**config.mk**
```make
export PLATFORM = sky130hd
export DESIGN_NAME = alu_iter_sequencer
export DESIGN_NICKNAME = d
export VERILOG_FILES = /design/src/rtl/alu_iter_sequencer.sv
export SDC_FILE = /design/constraint.sdc
export NUM_CORES = 1
export LEC_CHECK = 0
export ABC_AREA = 1
export CAP_MARGIN = 20
export CORE_ASPECT_RATIO = 0.9
export CORE_MARGIN = 3
export CORE_UTILIZATION = 45
export DETAILED_ROUTE_END_ITERATION = 7
export PLACE_DENSITY_LB_ADDON = 0.2
export RECOVER_POWER = 25
export SYNTH_ARGS = -nofsm -noshare
export SYNTH_HDL_FRONTEND = slang
export SYNTH_SLANG_ARGS = --single-unit
export TNS_END_PERCENT = 5
```
**constraint.sdc**
```tcl
create_clock -name clk -period 3.41 [get_ports clk]
set_input_delay 0.341 -clock clk [delete_from_list [all_inputs] [get_ports clk]]
set_output_delay 0.341 -clock clk [all_outputs]
set_load 0.01 [all_outputs]
```
**src/rtl/alu_iter_sequencer.sv**
```systemverilog
// Multi-cycle EX-stage sequencer for MUL, MULHU, DIVU and REMU.
// It uses a WIDTH-step shift-add multiplier or a restoring divider, and stalls the pipeline while it runs.
module alu_iter_sequencer #(
    parameter int WIDTH = 32
) (
    input  logic             clk,
    input  logic             reset_n,
    input  logic             start,
    input  logic [1:0]       op,
    input  logic [WIDTH-1:0] a,
    input  logic [WIDTH-1:0] b,
    input  logic             flush,
    output logic             stall,
    output logic             busy,
    output logic             done,
    output logic [WIDTH-1:0] result
);

    localparam int CW = (WIDTH > 1) ? $clog2(WIDTH) : 1;

    typedef enum logic [1:0] {IDLE, RUN, DONE} state_t;

    state_t             state, state_next;
    logic [CW-1:0]      count;
    logic [1:0]         op_q;
    logic [WIDTH-1:0]   a_q, b_q;
    logic [2*WIDTH-1:0] prod, prod_next;
    logic [WIDTH:0]     add_sum;
    logic [WIDTH:0]     rem, rem_next, shifted;
    logic [WIDTH+1:0]   diff;
    logic [WIDTH-1:0]   quo, quo_next;
    logic [WIDTH-1:0]   result_next;
    logic               accept, last_step, neg;

    assign accept    = ((state == IDLE) || (state == DONE)) && start && !flush;
    assign last_step = (state == RUN) && (count == CW'(WIDTH - 1));

    always_ff @(posedge clk or negedge reset_n) begin
        if (!reset_n) begin
            state <= IDLE;
        end else begin
            state <= state_next;
        end
    end

    always_comb begin
        state_next = state;
        case (state)
            IDLE:    if (accept) state_next = RUN;
            RUN:     if (last_step) state_next = DONE;
            DONE:    state_next = accept ? RUN : IDLE;
            default: state_next = IDLE;
        endcase
        if (flush) state_next = IDLE;
        stall = accept || (state == RUN);
        busy  = (state == RUN);
        done  = (state == DONE);
    end

    // One datapath step: the multiply carry lands at the product MSB; the divide trial subtraction uses one spare sign bit.
    always_comb begin
        add_sum   = {1'b0, prod[2*WIDTH-1:WIDTH]} + (prod[0] ? {1'b0, a_q} : {(WIDTH+1){1'b0}});
        prod_next = {add_sum, prod[WIDTH-1:1]};
        shifted   = {rem[WIDTH-1:0], quo[WIDTH-1]};
        diff      = {1'b0, shifted} - {2'b00, b_q};
        neg       = diff[WIDTH+1];
        rem_next  = neg ? shifted : diff[WIDTH:0];
        quo_next  = {quo[WIDTH-2:0], ~neg};
        case (op_q)
            2'b00:   result_next = prod_next[WIDTH-1:0];
            2'b01:   result_next = prod_next[2*WIDTH-1:WIDTH];
            2'b10:   result_next = quo_next;
            default: result_next = rem_next[WIDTH-1:0];
        endcase
    end

    always_ff @(posedge clk or negedge reset_n) begin
        if (!reset_n) begin
            count  <= '0;
            op_q   <= '0;
            a_q    <= '0;
            b_q    <= '0;
            prod   <= '0;
            rem    <= '0;
            quo    <= '0;
            result <= '0;
        end else if (accept) begin
            count <= '0;
            op_q  <= op;
            a_q   <= a;
            b_q   <= b;
            prod  <= {{WIDTH{1'b0}}, b};
            rem   <= '0;
            quo   <= a;
        end else if ((state == RUN) && !flush) begin
            count <= count + CW'(1);
            if (op_q[1]) begin
                rem <= rem_next;
                quo <= quo_next;
            end else begin
                prod <= prod_next;
            end
            // The result register changes only when an operation completes, so a flush leaves it intact.
            if (last_step) result <= result_next;
        end
    end

endmodule

```
# Word-level counts from Yosys, hierarchy flattened
# Cells that the tools add are included.
# Widths: inputs -> output; s select.
dict set report word_totals {
  input_bits 70
  elab_cells 56
  output_inout_bits 35
  regBits 233
}
dict set report classes {
  n_mux 19
  eq_ne 8
  bitwise_logic 2
  addsub 3
  reduce_logical 15
}
# cell n
set op_table {}
lappend op_table {{$mux 32} 8}
lappend op_table {{$mux 64} 3}
lappend op_table {{$pmux 32 s3} 1}
lappend op_table {{$sub 33x32->34} 1}
lappend op_table {{$add 32x32->33} 1}
lappend op_table {{$mux 5} 2}
lappend op_table {{$mux 2} 3}
lappend op_table {{$pmux 2 s3} 1}
lappend op_table {{$reduce_and 2->1} 3}
lappend op_table {{$add 5x1->5 const B} 1}
lappend op_table {{$eq 5x5->1 const B} 1}
lappend op_table {{$eq 2x1->1 const B} 2}
lappend op_table {{$eq 2x2->1 const B} 2}
lappend op_table {{$logic_and 1x1->1} 4}
lappend op_table {{$logic_not 2->1} 2}
lappend op_table {{$reduce_bool 2->1} 2}
lappend op_table {{$ne 3x2->1 const B} 1}
lappend op_table {{$ne 3x3->1 const B} 1}
lappend op_table {{$reduce_and 3->1} 1}
lappend op_table {{$logic_or 1x1->1} 2}
lappend op_table {{$ne 2x1->1 const B} 1}
lappend op_table {{$not 1->1} 2}
lappend op_table {{$logic_not 1->1} 1}
lappend op_table {{$mux 1} 1}

# Longest topological paths before layout
# Gate-level depths: netlist of run 1.
dict set report depth {
  ltp_word 7
  mapped_depth 20
  ltp_nobuf 18
}

# Least setup slack after synthesis of run 1
# OpenSTA, ideal clock, no wires.
dict set report synth_timing {
  kind {reg-to-reg}
  start {register prod[0]}
  end {register result[31]}
  slack_ns 0.915
  setup_time_ns 0.066
  period_less_slack_ns 2.495
  arrival_ns 2.430
  stages_incl_launch_ff 21
  path_buffers 2
  required_ns 3.344
  path_cell_list {dfrtp_1 -> clkbuf_1 -> clkbuf_1 -> nand2_1 -> inv_1 -> ha_1 -> inv_1 -> fa_1 -> inv_1 -> nand3_1 -> nand3_1 -> nand2_1 -> nand2_1 -> nand3_1 -> nand2_1 -> nand2_1 -> nand2_1 -> nand2_1 -> a21oi_1 -> nand2_1 -> nand2_1}
}
dict set report synth_between {
  elab_chain_cells 3
}
# item line_no
set synth_lines {}
lappend synth_lines {{start, declared} 27} ;# logic [2*WIDTH-1:0] prod, prod_next;
lappend synth_lines {{start signal, assigned} 92} ;# prod <= {{WIDTH{1'b0}}, b};
lappend synth_lines {{start signal, assigned} 101} ;# prod <= prod_next;
lappend synth_lines {{$mux 32} 62} ;# add_sum = {1'b0, prod[2*WIDTH-1:WIDTH]} + (prod[0] ? {1'b0, a_q} : {(WIDTH+1){1'b0}});
lappend synth_lines {{$add 32x32->33} 62}
lappend synth_lines {{$pmux 32 s3} 69} ;# case (op_q)
lappend synth_lines {{end signal, assigned} 104} ;# if (last_step) result <= result_next;
lappend synth_lines {{end, declared} 16} ;# output logic [WIDTH-1:0] result
# Every way passes these cells.
# A chain may end at the register's enable or synchronous reset.

# Worst setup path in the final report of run 1
dict set report layout_timing {
  start {register prod[0]}
  end {register result[14]}
}
# The elaborated chain is that of the path after synthesis.

==> results.md, run 1 <==
| Result | Value |
| --- | --- |
| Violation count after the first detailed-routing iteration | 1446 |
| Io pins | 105 |
| Max-cap violations | 1 |
| Number of warnings printed during yosys synthesis | 0 |
| Post-route total power | 11.1 mW |
| Setup Slack @ Placement | 482 ps |
| Via count of the routed design | 14900 |
| Clk_lat worst skew | 560 ps |
| DIE AREA | 0.0367 mm2 |
| Non-Filler Instances | 2836 |
| Via count of the first global-routing pass | 14300 |
| Worst min-delay path startpoint | op[1] |
| Synthesized area divided by synthesized cell count | 6.78 um2 |
| Hold buffer count at CTS | 1 |
| Count of cells along the worst register-to-register path | 14 |
| Failing checks | max-capacitance violations, max-slew violations |
| Post-route cell area | 0.0178 mm2 |
| Level count of the clock H-tree | 1 |
| Critical path's slowest cell | dfrtp_1 |
| Beginning of the critical path | prod[0]$_DFFE_PN0P_ |
| Growth of design area from synthesis to finish | 15.0% |
| Final weighted congestion in routability-driven placement | 0.943 |
| Unrepaired setup endpoints after global routing | no |
| Highest achievable clock rate | 333 MHz |
| Hold violation count in the final report | 0 |
| Minimum period implied by the final worst setup slack | 3000 ps |
| Worst setup path class | reg -> reg |
| Critical path data required time | 3910 ps |
| Clock-pin slew on the worst setup and hold paths | 60 ps |
| DP Wirelength | 38.2 mm |
| Average wire per standard cell | 17.7 um |
| Mux cell area share after synthesis | 0% |
| Core Rows | 63 |
| DR vias/cell | 5.27 |
| Instance count along the most critical hold path | 3 |
| CTS sink cnt | 233 |
| Cell count along the critical path | 14 |
| Number of antenna violations at the first check in global routing | 0 |
| CTS tree | yes |
| Maximum number of pins on one net before global-route repair | 126 |
| Startpoint type of the worst setup path | flip-flop |
| DRC Markers | 0 |
| Net count after synthesis | 2421 |
| WP buf/inv | 2 |
| Die Span Y | 182 um |
| Post-synthesis adder-cell area fraction | 5.59% |
| TritonCTS Buffers | 26 |
| Peak fanout along the critical path | 17 |
| Worst hold-check path type | in -> reg |
| Sort of element at the end of the critical path | flip-flop |
| Critical Path AT | 3500 ps |
| Placed standard-cell area | 0.0169 mm2 |
| Remaining Overflow, GRT | 0 |
| Total detailed-routing wirelength | 50.1 mm |
| DR pass1 iterations | 6 |
| Cell count after placement | 2786 |
| Worst path setup slack after routing | 405 ps |
| Post-synthesis async set-or-reset flop share | 100% |
| Netlist cell types | 50 |
| Top Family by Delay on Critical Path | simple AND/OR/NAND/NOR gates |
| First-pass GRT wire length | 79.4 mm |
| Largest family of logic cells by synthesized area | simple AND/OR/NAND/NOR gates |
| Area of the core | 0.0334 mm2 |
| Clock Root Buffer | clkbuf_16 |
| Result of the run | complete, but fails checks |
| Simple-gate share of the synthesized area | 32.6% |
| Final worst hold slack | 326 ps |
| Clk_skew | 21.5 ps |
| Max IR drop VDD | 408 uV |
| XOR/XNOR share of the synthesized area | 1.47% |
| Number of buffers added on ports | 104 |
| Max-slew violation count | 117 |
| Remaining number of nets flagged by the antenna check after routing | 0 |
| Final Cycle Share | 88.1% |
| Combined area of all synthesized cells | 0.0155 mm2 |
| Fillers | 3417 |
| Power per cell area | 625 mW/mm2 |
| TNS Setup | 0 ps |
| Post-cts repair resize count | 0 |
| Worst stage delay on the critical path | 600 ps |
| Effective utilization at floorplan | 46.3% |
| Worst-Margin Slew | 1670 ps |
| Synth Flop Type | dfrtp_1 |
| Top cell by count, worst path | nand2_1 |
| Post-Synthesis Cells | 2283 |
| All-layer global routing usage | 27.1% |
| Post-synth EDFFs | 0 |
| Setup fix buffers added after clock tree synthesis | 0 |
| CTS Buffer Depth | 3 |
| Total of flip-flops plus latches after synthesis | 233 |
| Slew margin rel. | -11.4% |
| Proportion of synthesized chip area in sequential cells | 37.7% |
| Die width | 202 um |
| Final setup violation count | 0 |
| Synth Area in Compound Gates | 12.0% |
| Net total in the final layout | 2498 |
| Proportion of layout cells with a drive suffix above 1 | 6.26% |
| Cells along the critical path | buf_4 -> nand2_1 -> inv_1 -> ha_1 -> nand2_1 -> nor2_1 -> and2_1 -> nand2_1 -> nand2_1 -> xor2_1 -> nand2_1 -> a21oi_1 -> nand2_1 -> nand2_1 |
| Leakage dissipation | 9.73 nW |
| Share of the core filled with cells in the final layout | 53.3% |
| FF-to-FF Start | prod[0]$_DFFE_PN0P_ |
-- flip-flops by register name, indices dropped and copies added (netlist names) --
register and cells:
prod 64, a_q 32, b_q 32, quo 32, rem 32, result 32
count 5, op_q 2, state 2
-- path summary, 6_finish.rpt --
path / slack [ps] / to
max in group asynchronous: 590 / prod[33]$_DFFE_PN0P_
min in group asynchronous: 810 / a_q[5]$_DFFE_PN0P_
hold / removal: 330 / op_q[1]$_DFFE_PN0P_
hold reg to reg: 470 / a_q[1]$_DFFE_PN0P_
setup reg to reg: 410 / result[14]$_DFFE_PN0P_
setup / recovery: 410 / result[14]$_DFFE_PN0P_
-- layer usage --
metal	share of wire [%]	vias up	GRT usage, %
li1	-	7315	-
met2	44	479	42.0
met4	2.0	0	5.22
met5	0	-	0
met3	6.6	60	4.16
met1	48	7083	40.5
-- cell usage in the layout, fill, tap and decap left out, drive strengths merged, types with 6 or more instances in the layout --
master           n
or2              6
nor3            10
a31oi           38
nand3          116
nand3b          12
clkbuf          31
dfrtp          233
a32o             8
xnor2            8
buf             19
clkinv          15
xor2            18
a221oi          13
clkdlybuf4s50  103
inv            333
nor2           138
a22o            12
nand2          936
a21oi           97
o21ai          134
ha              66
-- logic make-up (layout without fill, tap and decap cells) --
kind of cell	Yosys count	count (layout)
compound gates	314	314
buf+inv	411	508
fa+ha+maj	68	68
flops	233	233
xor+xnor	26	26
other cells	0	1
simple gates	1231	1231
-- worst reg2reg max path: stages, from the launching register on --
cell	delay [ps]
dfrtp_1	600
buf_4	290
nand2_1	70
inv_1	40
ha_1	360
nand2_1	100
nor2_1	220
and2_1	160
nand2_1	50
nand2_1	160
xor2_1	370
nand2_1	110
a21oi_1	270
nand2_1	100
nand2_1	60
-- power by group --
part | switching [mW] | internal, mW
combinational | 2.70 | 1.45
sequential | 0.558 | 3.44
clock | 1.22 | 1.76
-- synth_stat cells, types with 3 or more instances --
cell type	count	area [um2]
and2_1	5	31.3
nor2_1	131	492
nor3_1	9	45.0
nand2_2	29	181
or2_2	6	37.5
o21ai_2	16	140
buf_2	14	70.1
xor2_1	18	158
nand4_1	4	25.0
a31oi_1	38	238
ha_1	66	826
nand3_2	4	40.0
nor2_4	4	45.0
a32o_1	8	80.1
o22ai_1	4	25.0
a21oi_1	94	470
nand3b_1	12	90.1
xnor2_1	8	70.1
nor2_2	3	18.8
o21ai_0	105	526
inv_1	322	1210
o21bai_1	4	30.0
clkbuf_1	48	180
a221oi_1	13	114
buf_1	4	15.0
a22o_1	12	105
inv_2	11	41.3
o21ai_1	13	65.1
dfrtp_1	233	5830
buf_4	3	22.5
nand2_1	904	3390
nand3_1	112	561
-- area by class of cell --
type                       instances  area (um2)  share of cell area, %
clock inverter                    18         228                   1.28
antenna                            1        2.50                 0.0140
tap                              455         569                   3.20
timing repair buffer             124        1230                   6.88
sequential                       233        5830                   32.7
clock buffer                      30         686                   3.85
multi-input combinational       1639        8010                   44.9
inverter                         336        1270                   7.11
(Power assumes the default switching activity.)
==> run 2: changes to the inputs <==
Settings changed: ABC_AREA 1 to 0.
==> run 2 against run 1 <==
  * The flow still finishes with violations (max-capacitance violations, max-slew violations)
  * Worst setup slack lost 300 ps
  * Synthesized cell count is 30% lower
  * Sequential cell count unchanged
  * Non-clock buffer count is 27 higher
  * Global-route usage shrank 2.8 points
  * Clock power down 2%
  * Power shrank 17%
  * Critical path type unchanged
  * Largest cell class unchanged
  * Largest power group is now registers
==> results.md, run 2 <==
| Result | Value |
| --- | --- |
| TNS Setup | 0 ps |
| Clk_skew | 23.1 ps |
| Remaining Overflow, GRT | 0 |
| Peak fanout along the critical path | 6 |
| Yosys top cell by area | dfrtp_1 |
| Most frequent cells after synthesis | dfrtp_1 (233), nand2_1 (218), o21ai_0 (165) |
| Worst hold-check path type | in -> reg |
| Final setup violation count | 0 |
| Worst-Margin Slew | 2670 ps |
| Total of flip-flops plus latches after synthesis | 233 |
| Core Rows | 60 |
| Unrepaired setup endpoints after global routing | yes |
| Net total in the final layout | 1817 |
| DRC Markers | 0 |
| Proportion of synthesized chip area in sequential cells | 41.8% |
| Post-Synthesis Cells | 1596 |
| TritonCTS Buffers | 26 |
| Remaining number of nets flagged by the antenna check after routing | 0 |
| Post-synth EDFFs | 0 |
| Max IR drop VDD | 448 uV |
| Die width | 192 um |
| Power per cell area | 557 mW/mm2 |
| Number of antenna violations at the first check in global routing | 1 |
| Net count after synthesis | 1734 |
| Setup fix buffers added after clock tree synthesis | 0 |
| CTS tree | yes |
| DP Wirelength | 30.0 mm |
| Largest cells by area after synthesis | dfrtp_1 (42%), ha_1 (5.9%), o21ai_0 (5.9%), nand2_1 (5.9%), mux2i_1 (5.5%) |
| Worst setup path class | reg -> reg |
| Critical path data required time | 3870 ps |
| Most common library cell in the layout ignoring fill and taps | dfrtp_1 |
| Critical path's slowest cell | a2111oi_0 |
| Average wire per standard cell | 19.5 um |
| Failing checks | max-capacitance violations, max-slew violations |
| Portion of synthesized cell area occupied by the leading cell type | 41.8% |
| Clock Root Buffer | clkbuf_16 |
| CTS Buffer Depth | 3 |
| Slew margin rel. | -77.8% |
| Io pins | 105 |
| Synthesized area divided by synthesized cell count | 8.75 um2 |
| Total detailed-routing wirelength | 41.0 mm |
| DR pass1 iterations | 5 |
| Number of buffers added on ports | 104 |
| Final Cycle Share | 96.8% |
| Final weighted congestion in routability-driven placement | 0.882 |
| Cells along the critical path | ha_1 -> nand4_1 -> nor3_1 -> o311ai_2 -> a2111oi_0 -> buf_4 -> o22ai_1 -> xnor2_1 -> mux2i_1 -> buf_4 -> mux2_2 -> o21ai_1 |
| Via count of the routed design | 12000 |
| Proportion of layout cells with a drive suffix above 1 | 7.60% |
| Worst stage delay on the critical path | 500 ps |
| Dominant cell by count in the synthesized netlist | dfrtp_1 |
| Clock-pin slew on the worst setup and hold paths | 60 ps |
| Growth of design area from synthesis to finish | 18.5% |
| Clk_lat worst skew | 550 ps |
| Post-synthesis async set-or-reset flop share | 100% |
| Commonest non-fill, non-tap cells in the layout | dfrtp_1 (232), nand2_1 (215), o21ai_0 (164) |
| Top cell by count, worst path | buf_4 |
| Hold violation count in the final report | 0 |
| CTS sink cnt | 233 |
| Leakage dissipation | 7.68 nW |
| DR vias/cell | 5.73 |
| Synth Flop Type | dfrtp_1 |
| Critical Path AT | 3760 ps |
| Combined area of all synthesized cells | 0.0140 mm2 |
| Die Span Y | 173 um |
| Highest achievable clock rate | 303 MHz |
| Netlist cell types | 67 |
| Max-cap violations | 1 |
| Minimum period implied by the final worst setup slack | 3300 ps |
| All-layer global routing usage | 24.3% |
| First-pass GRT wire length | 64.6 mm |
| Effective utilization at floorplan | 46.1% |
| Startpoint type of the worst setup path | flip-flop |
| Final worst hold slack | 345 ps |
| Via count of the first global-routing pass | 11900 |
| DIE AREA | 0.0332 mm2 |
| Sort of element at the end of the critical path | flip-flop |
| Fillers | 2775 |
| Max-slew violation count | 97 |
| Number of flip-flops in the largest register | 64 |
| Maximum number of pins on one net before global-route repair | 101 |
| Register with the most flip-flops | prod |
| Number of warnings printed during yosys synthesis | 0 |
| Ant. Diodes | 0 |
| Level count of the clock H-tree | 1 |
| Violation count after the first detailed-routing iteration | 705 |
| Area of the core | 0.0303 mm2 |
| Result of the run | complete, but fails checks |
[run 2: per-stage QoR]
stage	worst slack [ps]	util, %	instances	power [mW]	instance area (um2)
6_report	109	54.7	2101	9.22	16500
3_5_place_dp	-34.8	51.5	2053	6.34	15600
2_1_floorplan	383	-	1596	5.41	14000
4_1_cts	19.0	54.5	2101	9.27	16500
5_1_grt	-49.1	54.7	2101	9.75	16500
3_3_place_gp	91.1	51.5	2053	6.29	15600
[run 2: final timing paths]
path / cells past startpoint / end / slack, ps / startpoint
setup / recovery: 12 / result[27]$_DFFE_PN0P_ / 110 / rem[13]$_DFFE_PN0P_
hold / removal: 3 / a_q[11]$_DFFE_PN0P_ / 350 / a[11]
hold reg to reg: 2 / a_q[28]$_DFFE_PN0P_ / 470 / a_q[28]$_DFFE_PN0P_
min in group asynchronous: 2 / b_q[7]$_DFFE_PN0P_ / 1100 / reset_n
setup reg to reg: 12 / result[27]$_DFFE_PN0P_ / 110 / rem[13]$_DFFE_PN0P_
max in group asynchronous: 3 / rem[31]$_DFFE_PN0P_ / 650 / reset_n
[run 2: critical path: cells and delay by family, from the launching register on]
kind,cells,cell delay (ps)
adder cells (fa/ha/maj),1,420
buffers and inverters,2,350
AO/OA/AOI/OAI,4,930
AND/OR/NAND/NOR,2,450
flip-flops,1,420
multiplexers,2,360
XOR/XNOR,1,270
[run 2: kinds of logic (layout without fill, tap and decap cells)]
kind of cell	count (synthesis)	count (layout)	synth area share, %
buffers and inverters	173	275	4.79
xor gates and xnor gates	55	55	3.45
muxes	89	89	6.89
and+or+nand+nor	513	513	16.9
DFF	233	233	41.8
adders and majority gates	68	68	6.20
AOI/OAI and AO/OA	465	465	20.0
[run 2: what timing repair did]
item,4_1_cts,5_1_grt
endpoints found under the setup margin,5,20
endpoints found under the hold margin,92,0
pin swaps,0,2
gates resized for setup,2,13
hold buffers,1,0
[run 2: area by class of cell]
class / count / area [um2] / share of cell area [%]
Sequential cell: 233 / 5830 / 35.3
Tap cell: 403 / 504 / 3.05
Clock inverter: 10 / 109 / 0.658
Inverter: 77 / 289 / 1.75
Multi-Input combinational cell: 1190 / 7560 / 45.7
Timing Repair Buffer: 151 / 1480 / 8.92
Clock buffer: 37 / 773 / 4.68
[run 2: power by group]
| part | leakage (nW) | switching, mW | internal [mW] |
|---|---|---|---|
| registers | 3.03 | 0.349 | 3.24 |
| clock network | 0.433 | 1.18 | 1.72 |
| logic | 4.22 | 1.63 | 1.10 |
| total | 7.68 | 3.15 | 6.07 |
[run 2: per-layer routing]
| metal | vias up | part of all wire (%) | GRT usage, % |
|---|---|---|---|
| li1 | 5808 | - | - |
| met1 | 5813 | 45 | 33.5 |
| met2 | 325 | 46 | 38.5 |
| met3 | 95 | 4.7 | 3.87 |
| met4 | 0 | 4.5 | 9.51 |
| met5 | - | 0 | 0 |
